## config.mk

```make
export PLATFORM = sky130hd
export DESIGN_NAME = pipeline_ctrl_flat
export DESIGN_NICKNAME = d
export VERILOG_FILES = /design/src/rtl/pipeline_ctrl_pkg.sv /design/src/rtl/pipeline_ctrl_if.sv /design/src/rtl/pipeline_ctrl_wdog.sv /design/src/rtl/pipeline_ctrl.sv /design/src/flat_wrapper.sv
export SDC_FILE = /design/constraint.sdc
export NUM_CORES = 1
export LEC_CHECK = 0
export CAP_MARGIN = 0
export CORE_MARGIN = 3
export CORE_UTILIZATION = 40
export DETAILED_ROUTE_END_ITERATION = 16
export PLACE_DENSITY = 0.78
export SETUP_SLACK_MARGIN = 0.4
export SKIP_LAST_GASP = 1
export SYNTH_ARGS = -nofsm -noshare
export SYNTH_HDL_FRONTEND = slang
export SYNTH_HIERARCHICAL = 1
export SYNTH_SLANG_ARGS = --single-unit
```

## constraint.sdc

```tcl
create_clock -name clk -period 5.45 [get_ports clk]
set_input_delay 1.635 -clock clk [delete_from_list [all_inputs] [get_ports clk]]
set_output_delay 1.635 -clock clk [all_outputs]
set_load 0.01 [all_outputs]
```

## src/rtl/pipeline_ctrl_pkg.sv

```systemverilog
// rtl/pipeline_ctrl_pkg.sv - stall bit indices, stall encodings and FSM states for pipeline_ctrl
`ifndef CPU_IADDR_W
`define CPU_IADDR_W 32
`endif

package pipeline_ctrl_pkg;

  // Instruction-address bus width shared with the rest of the core.
  localparam int IADDR_W = `CPU_IADDR_W;

  // Stall vector bit positions, one per pipeline register.
  localparam int STALL_PC     = 0;
  localparam int STALL_IF_ID  = 1;
  localparam int STALL_ID_EX  = 2;
  localparam int STALL_EX_MEM = 3;
  localparam int STALL_MEM_WB = 4;
  localparam int STALL_WB     = 5;

  // A stalling stage freezes itself and everything upstream; the register
  // just downstream of it sees no stall and therefore takes a bubble.
  localparam logic [5:0] STALL_ENC_IF  = (6'd1 << STALL_PC) | (6'd1 << STALL_IF_ID);
  localparam logic [5:0] STALL_ENC_ID  = STALL_ENC_IF | (6'd1 << STALL_ID_EX);
  localparam logic [5:0] STALL_ENC_EX  = STALL_ENC_ID | (6'd1 << STALL_EX_MEM);
  localparam logic [5:0] STALL_ENC_MEM = STALL_ENC_EX | (6'd1 << STALL_MEM_WB);

  typedef enum logic [1:0] {
    ST_RUN      = 2'd0,
    ST_FLUSH    = 2'd1,
    ST_REDIRECT = 2'd2
  } state_e;

endpackage

```

## src/rtl/pipeline_ctrl_if.sv

```systemverilog
// rtl/pipeline_ctrl_if.sv - stall/exception/redirect signal bundle between datapath and pipeline_ctrl
interface pipeline_ctrl_if;

  logic                                  stallreq_if;
  logic                                  stallreq_id;
  logic                                  stallreq_ex;
  logic                                  stallreq_mem;
  logic                                  excp_valid;
  logic [pipeline_ctrl_pkg::IADDR_W-1:0] excp_pc;
  logic                                  wdog_clr;

  logic [5:0]                            stall;
  logic                                  flush;
  logic [pipeline_ctrl_pkg::IADDR_W-1:0] new_pc;
  logic                                  new_pc_valid;
  logic                                  busy;
  logic                                  stall_timeout;

  // Datapath side: raises requests, consumes stall/flush/redirect.
  modport master (
    output stallreq_if, stallreq_id, stallreq_ex, stallreq_mem,
    output excp_valid, excp_pc, wdog_clr,
    input  stall, flush, new_pc, new_pc_valid, busy, stall_timeout
  );

  // Controller side.
  modport slave (
    input  stallreq_if, stallreq_id, stallreq_ex, stallreq_mem,
    input  excp_valid, excp_pc, wdog_clr,
    output stall, flush, new_pc, new_pc_valid, busy, stall_timeout
  );

endinterface

```

## src/rtl/pipeline_ctrl_wdog.sv

```systemverilog
// rtl/pipeline_ctrl_wdog.sv - saturating stuck-stall counter with sticky timeout flag
module pipeline_ctrl_wdog #(
  parameter int LIMIT = 1024,
  parameter int W     = 16
) (
  input  logic clk,
  input  logic rst,
  input  logic run,
  input  logic stalled,
  input  logic restart,
  input  logic clr,
  output logic timeout
);

  localparam logic [W-1:0] LIMIT_V = W'(LIMIT);

  logic [W-1:0] cnt;
  logic [W-1:0] cnt_next;
  logic         timeout_next;

  // Clear beats a restart, a restart beats counting; any unstalled RUN cycle breaks the run.
  always_comb begin
    cnt_next     = cnt;
    timeout_next = timeout;
    if (clr) begin
      cnt_next     = '0;
      timeout_next = 1'b0;
    end else begin
      if (restart) begin
        cnt_next = '0;
      end else if (stalled) begin
        cnt_next = (cnt == LIMIT_V) ? cnt : cnt + 1'b1;
      end else if (run) begin
        cnt_next = '0;
      end
      if (cnt_next == LIMIT_V) begin
        timeout_next = 1'b1;
      end
    end
  end

  // Counter and sticky flag registers.
  always_ff @(posedge clk or negedge rst) begin
    if (!rst) begin
      cnt     <= '0;
      timeout <= 1'b0;
    end else begin
      cnt     <= cnt_next;
      timeout <= timeout_next;
    end
  end

endmodule

```

## src/rtl/pipeline_ctrl.sv

```systemverilog
// rtl/pipeline_ctrl.sv - pipeline stall/flush/redirect sequencer; PIPELINE_CTRL_PERF_EN adds stall-source counters
module pipeline_ctrl
  import pipeline_ctrl_pkg::*;
#(
  parameter int FLUSH_CYCLES = 1,
  parameter int WDOG_LIMIT   = 1024,
  parameter int WDOG_W       = 16
) (
  input  logic                 clk,
  input  logic                 rst,
  pipeline_ctrl_if.slave       intf
`ifdef PIPELINE_CTRL_PERF_EN
  ,
  output logic [31:0]          perf_stall_if,
  output logic [31:0]          perf_stall_id,
  output logic [31:0]          perf_stall_ex,
  output logic [31:0]          perf_stall_mem
`endif
);

  localparam logic [3:0] FLUSH_LOAD = 4'(FLUSH_CYCLES);

  state_e             state;
  state_e             state_next;
  logic [3:0]         fcnt;
  logic [3:0]         fcnt_next;
  logic [IADDR_W-1:0] new_pc_q;
  logic [IADDR_W-1:0] new_pc_next;
  logic [5:0]         stall_raw;
  logic               run;

  assign run = (state == ST_RUN);

  // Highest (most downstream) requesting stage decides how far the freeze reaches.
  always_comb begin
    stall_raw = '0;
    if (intf.stallreq_mem) begin
      stall_raw = STALL_ENC_MEM;
    end else if (intf.stallreq_ex) begin
      stall_raw = STALL_ENC_EX;
    end else if (intf.stallreq_id) begin
      stall_raw = STALL_ENC_ID;
    end else if (intf.stallreq_if) begin
      stall_raw = STALL_ENC_IF;
    end
  end

  // State, flush counter and redirect target registers.
  always_ff @(posedge clk or negedge rst) begin
    if (!rst) begin
      state    <= ST_RUN;
      fcnt     <= '0;
      new_pc_q <= '0;
    end else begin
      state    <= state_next;
      fcnt     <= fcnt_next;
      new_pc_q <= new_pc_next;
    end
  end

  // Only RUN accepts an exception, so the first one wins until the redirect is issued.
  always_comb begin
    state_next  = state;
    fcnt_next   = fcnt;
    new_pc_next = new_pc_q;
    case (state)
      ST_RUN: begin
        if (intf.excp_valid) begin
          new_pc_next = intf.excp_pc;
          fcnt_next   = FLUSH_LOAD;
          state_next  = ST_FLUSH;
        end
      end
      ST_FLUSH: begin
        if (fcnt <= 4'd1) begin
          fcnt_next  = '0;
          state_next = ST_REDIRECT;
        end else begin
          fcnt_next = fcnt - 4'd1;
        end
      end
      ST_REDIRECT: begin
        state_next = ST_RUN;
      end
      default: begin
        state_next = ST_RUN;
      end
    endcase
  end

  assign intf.stall        = run ? stall_raw : 6'd0;
  assign intf.flush        = (state == ST_FLUSH);
  assign intf.new_pc_valid = (state == ST_REDIRECT);
  assign intf.busy         = !run;
  assign intf.new_pc       = new_pc_q;

  pipeline_ctrl_wdog #(
    .LIMIT (WDOG_LIMIT),
    .W     (WDOG_W)
  ) u_wdog (
    .clk     (clk),
    .rst     (rst),
    .run     (run),
    .stalled (run && (stall_raw != 6'd0)),
    .restart (run && intf.excp_valid),
    .clr     (intf.wdog_clr),
    .timeout (intf.stall_timeout)
  );

`ifdef PIPELINE_CTRL_PERF_EN
  // Credit each RUN cycle to the stage that won stall arbitration.
  always_ff @(posedge clk or negedge rst) begin
    if (!rst) begin
      perf_stall_if  <= '0;
      perf_stall_id  <= '0;
      perf_stall_ex  <= '0;
      perf_stall_mem <= '0;
    end else if (run) begin
      if (intf.stallreq_mem) begin
        perf_stall_mem <= perf_stall_mem + 32'd1;
      end else if (intf.stallreq_ex) begin
        perf_stall_ex <= perf_stall_ex + 32'd1;
      end else if (intf.stallreq_id) begin
        perf_stall_id <= perf_stall_id + 32'd1;
      end else if (intf.stallreq_if) begin
        perf_stall_if <= perf_stall_if + 32'd1;
      end
    end
  end
`endif

endmodule

```

## src/flat_wrapper.sv

```systemverilog
// flat-port wrapper written by rule: the top's interface ports become plain ports
module pipeline_ctrl_flat import pipeline_ctrl_pkg::*;
#(
  parameter int FLUSH_CYCLES = 1,
  parameter int WDOG_LIMIT   = 1024,
  parameter int WDOG_W       = 16
)
  (clk, rst, intf_stallreq_if, intf_stallreq_id, intf_stallreq_ex, intf_stallreq_mem, intf_excp_valid, intf_excp_pc, intf_wdog_clr, intf_stall, intf_flush, intf_new_pc, intf_new_pc_valid, intf_busy, intf_stall_timeout);
  pipeline_ctrl_if intf_i ();
  input  logic clk;
  input  logic rst;
  input wire logic [$bits(intf_i.stallreq_if)-1:0] intf_stallreq_if;
  input wire logic [$bits(intf_i.stallreq_id)-1:0] intf_stallreq_id;
  input wire logic [$bits(intf_i.stallreq_ex)-1:0] intf_stallreq_ex;
  input wire logic [$bits(intf_i.stallreq_mem)-1:0] intf_stallreq_mem;
  input wire logic [$bits(intf_i.excp_valid)-1:0] intf_excp_valid;
  input wire logic [$bits(intf_i.excp_pc)-1:0] intf_excp_pc;
  input wire logic [$bits(intf_i.wdog_clr)-1:0] intf_wdog_clr;
  output wire logic [$bits(intf_i.stall)-1:0] intf_stall;
  output wire logic [$bits(intf_i.flush)-1:0] intf_flush;
  output wire logic [$bits(intf_i.new_pc)-1:0] intf_new_pc;
  output wire logic [$bits(intf_i.new_pc_valid)-1:0] intf_new_pc_valid;
  output wire logic [$bits(intf_i.busy)-1:0] intf_busy;
  output wire logic [$bits(intf_i.stall_timeout)-1:0] intf_stall_timeout;
  assign intf_i.stallreq_if = intf_stallreq_if;
  assign intf_i.stallreq_id = intf_stallreq_id;
  assign intf_i.stallreq_ex = intf_stallreq_ex;
  assign intf_i.stallreq_mem = intf_stallreq_mem;
  assign intf_i.excp_valid = intf_excp_valid;
  assign intf_i.excp_pc = intf_excp_pc;
  assign intf_i.wdog_clr = intf_wdog_clr;
  assign intf_stall = intf_i.stall;
  assign intf_flush = intf_i.flush;
  assign intf_new_pc = intf_i.new_pc;
  assign intf_new_pc_valid = intf_i.new_pc_valid;
  assign intf_busy = intf_i.busy;
  assign intf_stall_timeout = intf_i.stall_timeout;
  pipeline_ctrl #(.FLUSH_CYCLES(FLUSH_CYCLES), .WDOG_LIMIT(WDOG_LIMIT), .WDOG_W(WDOG_W)) u_core (.clk(clk), .rst(rst), .intf(intf_i));
endmodule
```

==> summary.txt <==
Setup path
  • R2R Setup Slk: 2540 ps
  • Series of cell instances along the critical path: clkdlybuf4s50_1 > nor3_1 > a21oi_1 > clkdlybuf4s50_1
  • Crit path required time: 3820 ps
  • Buf+Inv Stages, Crit Path: 2
  • RR Endpoint: u_core/u_wdog/timeout
  • Crit-path max cell delay: 500 ps
  • Top cell by count, worst path: sky130_fd_sc_hd__clkdlybuf4s50_1
  • Reg2Reg Launch Point: u_core/state[1]
  • Highest fanout seen on the critical path: 3
  • R2R depth: 9
  • Crit path max-delay cell type: sky130_fd_sc_hd__clkdlybuf4s50_1
  • Dominant delay contributor by cell family on the critical path: buffers and inverters
  • Launching element type of the critical path: input port
  • CP Class: input port to output pin
  • Arrival time at the worst endpoint: 3030 ps
  • Crit path capture type: output pin

Power
  • Leakage power figure: 1.602 nW
  • Power Dens Cells: 479.6 nW/um2
  • Worst vdd rail ir drop: 0.0002815 V
  • Total power of the final layout: 1.843 mW

Clock tree
  • Insertion delay to the later sink of the worst-skew pair: 300 ps
  • Reg clk slew, reported paths: 100 ps
  • Clock buffers created by TritonCTS: 5
  • Post-CTS Hold Fix Bufs: 0
  • TritonCTS clock tree: yes
  • Resize count post-CTS: 0
  • Number of H-tree levels: 2
  • Clock Tree Buf Depth: 2
  • Clock root buffer master: sky130_fd_sc_hd__clkbuf_8
  • Setup repair bufs after CTS: 0
  • Clock sink total: 55

Worst hold path
  • Endpoint of the worst hold path: u_core/intf.new_pc[5]
  • Origin of the worst min-delay path: u_core/intf.new_pc[5]
  • Instance count along the most critical hold path: 1
  • Hold/Removal Path Class: flop to flop

Final layout
  • Fin cells: 422
  • Layout cells sized above 1: 0.1718
  • Final net count: 369
  • Area growth syn-to-layout: 31.79%
  • Count of inserted antenna diode cells: 0

Routing
  • Number of detailed-route iterations in the first pass: 4
  • DRT Wirelength: 6.751 mm
  • DRT iter0 DRCs: 237
  • DRC Markers: 0
  • Per-cell routed wire length: 16.00 um
  • Post-DRT Antenna Nets: 0
  • Number of vias per cell: 5.213
  • Routed vias: 2200

Placement
  • Inst Count DP: 414
  • RD Place Congestion: 0.8537
  • Detailed-placement wirelength estimate: 4.851 mm
  • Count of port buffers added during placement: 80

Yosys
  • Sequential share of the synthesized area: 0.4719
  • Post-synthesis cell area: 2917 um2
  • Post-Synthesis Cells: 249
  • Mean Syn Cell Area: 11.71 um2
  • Synth async-reset ratio: 1.000
  • Cell variety after synth: 64
  • Synth Net Count: 293
  • Total number of yosys warnings: 6
  • Primary FF master, synth: sky130_fd_sc_hd__dfrtp_1
  • Flip-flop and latch count after synthesis: 55
  • Number of flops mapped to enable cells by yosys: 0

Global route
  • Global routing usage summed across all routing layers: 0.1631
  • GR Util met3: 0.04640
  • First-pass GRT wire length: 11.13 mm
  • Sum of overflow across all layers after global routing: 0
  • Global routing usage on met2: 0.2672
  • Via count of the first global-routing pass: 2297
  • Met1 demand-to-capacity share in global routing: 0.2108
  • Antenna violations before repair: 0
  • Busiest layer in global routing: met2
  • Largest net degree at the start of global routing: 56

Timing
  • Final-report max-slew violation count: 0
  • Final Setup Violations: 0
  • Period utilisation layout: 0.8567
  • Fmax achieved: 0.2142 GHz
  • Setup repair after global routing missed its margin: false
  • Transition time of the tightest slew-check pin: 709.0 ps
  • Maximum clock skew at final layout: 6.801 ps
  • Fin crit period: 4669 ps
  • Sum of negative setup slack: 0 ps
  • Number of endpoints with negative hold slack in the final report: 0
  • Worst relative slew slack: 0.5273

Die
  • Starting Density: 0.4200
  • Horizontal die dimension: 91.39 um
  • Area of the core: 6944 um2
  • Die Footprint: 8352 um2
  • Number of ports placed on the die boundary: 82
  • Height of the die: 91.39 um
  • Cell row count: 30

Flow run
  • # Max-Cap Violations: 0

Outcome
  • Outcome: completed
-- cell usage in the layout (no fill, tap or decap), drive strengths merged, types with 3 or more instances in the layout --
cell type and count:
nand3 8, or3 3, nand2b 4, clkdlybuf4s50 79
a21oi 13, and2 3, ha 4, buf 3
nand4 4, o211ai 3, o21ai 4, nor3 5
nor4 4, or2 4, dfrtp 55, nor2 17
clkbuf 6, nor3b 4, o31ai 4, inv 13
nand2 15, mux2 35
-- state kept, by name, indices dropped and copies added, names as in the netlist --
name,count
u_core/fcnt,4
u_core/intf.new_pc,32
u_core/state,2
u_core/u_wdog/cnt,16
u_core/u_wdog/timeout,1
-- synth_stat cells (4+ instances only) --
master	instances	share of area
sky130_fd_sc_hd__nand2_1	15	0.019
sky130_fd_sc_hd__nand3_1	5	0.0086
sky130_fd_sc_hd__inv_1	12	0.015
sky130_fd_sc_hd__nor3_1	4	0.0069
sky130_fd_sc_hd__ha_1	4	0.017
sky130_fd_sc_hd__mux2_4	25	0.13
sky130_fd_sc_hd__nor4_1	4	0.0086
sky130_fd_sc_hd__mux2_2	8	0.031
sky130_fd_sc_hd__nand2b_1	4	0.0086
sky130_fd_sc_hd__nor2_1	17	0.022
sky130_fd_sc_hd__a21oi_1	13	0.022
sky130_fd_sc_hd__buf_2	4	0.0069
sky130_fd_sc_hd__dfrtp_1	55	0.47
-- how the worst max path moves through the flow --
stage                                 start            end  slack (ps)  cells past startpoint
after CTS                 intf_stallreq_mem  intf_stall[1]         790                      4
final                     intf_stallreq_mem  intf_stall[1]         780                      4
after detailed placement  intf_stallreq_mem  intf_stall[1]         800                      4
after global placement    intf_stallreq_mem  intf_stall[0]         840                      4
after floorplan           intf_stallreq_mem  intf_stall[1]        1580                      3
after global routing      intf_stallreq_mem  intf_stall[1]         720                      4
-- through the flow --
step	setup slack [ps]	cell area [um2]	util	hold WS, ps
after detailed placement	795.9	3732	0.5375	492.1
final	780.7	3844	0.5535	516.8
after CTS	790.5	3844	0.5535	519.0
after global placement	835.2	3732	0.5375	489.2
after global routing	724.0	3844	0.5535	537.7
after floorplan	1583	2917	-	488.0
-- cell families (layout without fill, tap and decap cells) --
kind of cell,count (synthesis),after routing,share of synthesized area
simple gates,84,84,0.1759
other cells,1,1,0.001286
fa+ha+maj,4,4,0.01716
buf+inv,25,102,0.05706
mux,36,36,0.1707
flops,55,55,0.4719
compound gates,43,43,0.1030
xor+xnor,1,1,0.003004
-- where the power goes --
group | internal, mW | switching [mW]
Combinational | 0.535 | 0.380
Clock | 0.139 | 0.136
Sequential | 0.553 | 0.0999
Total | 1.23 | 0.616
-- per-layer routing --
layer | wire [um] | share of wire | up-vias
met5 | 0 | 0 | -
met4 | 78 | 0.012 | 0
met3 | 433 | 0.064 | 9
met2 | 3350 | 0.50 | 65
met1 | 2889 | 0.43 | 1077
li1 | - | - | 1049
-- area by class of cell --
class	instances	area (um2)
multi-input combinational	169	1380
timing repair buffer	82	810.8
tap	96	120.1
sequential	55	1376
clock buffer	6	72.57
inverter	12	45.04
clock inverter	2	38.79
fill	584	3100
-- worst reg2reg max path, delay by kind of cell (launching register included) --
kind                   cells  cell delay (ps)
AO/OA/AOI/OAI              4             1340
buffers and inverters      2              360
flip-flops                 1              450
multiplexers               1              380
AND/OR/NAND/NOR            2              290
No activity file was read; power rests on OpenSTA's default activity.
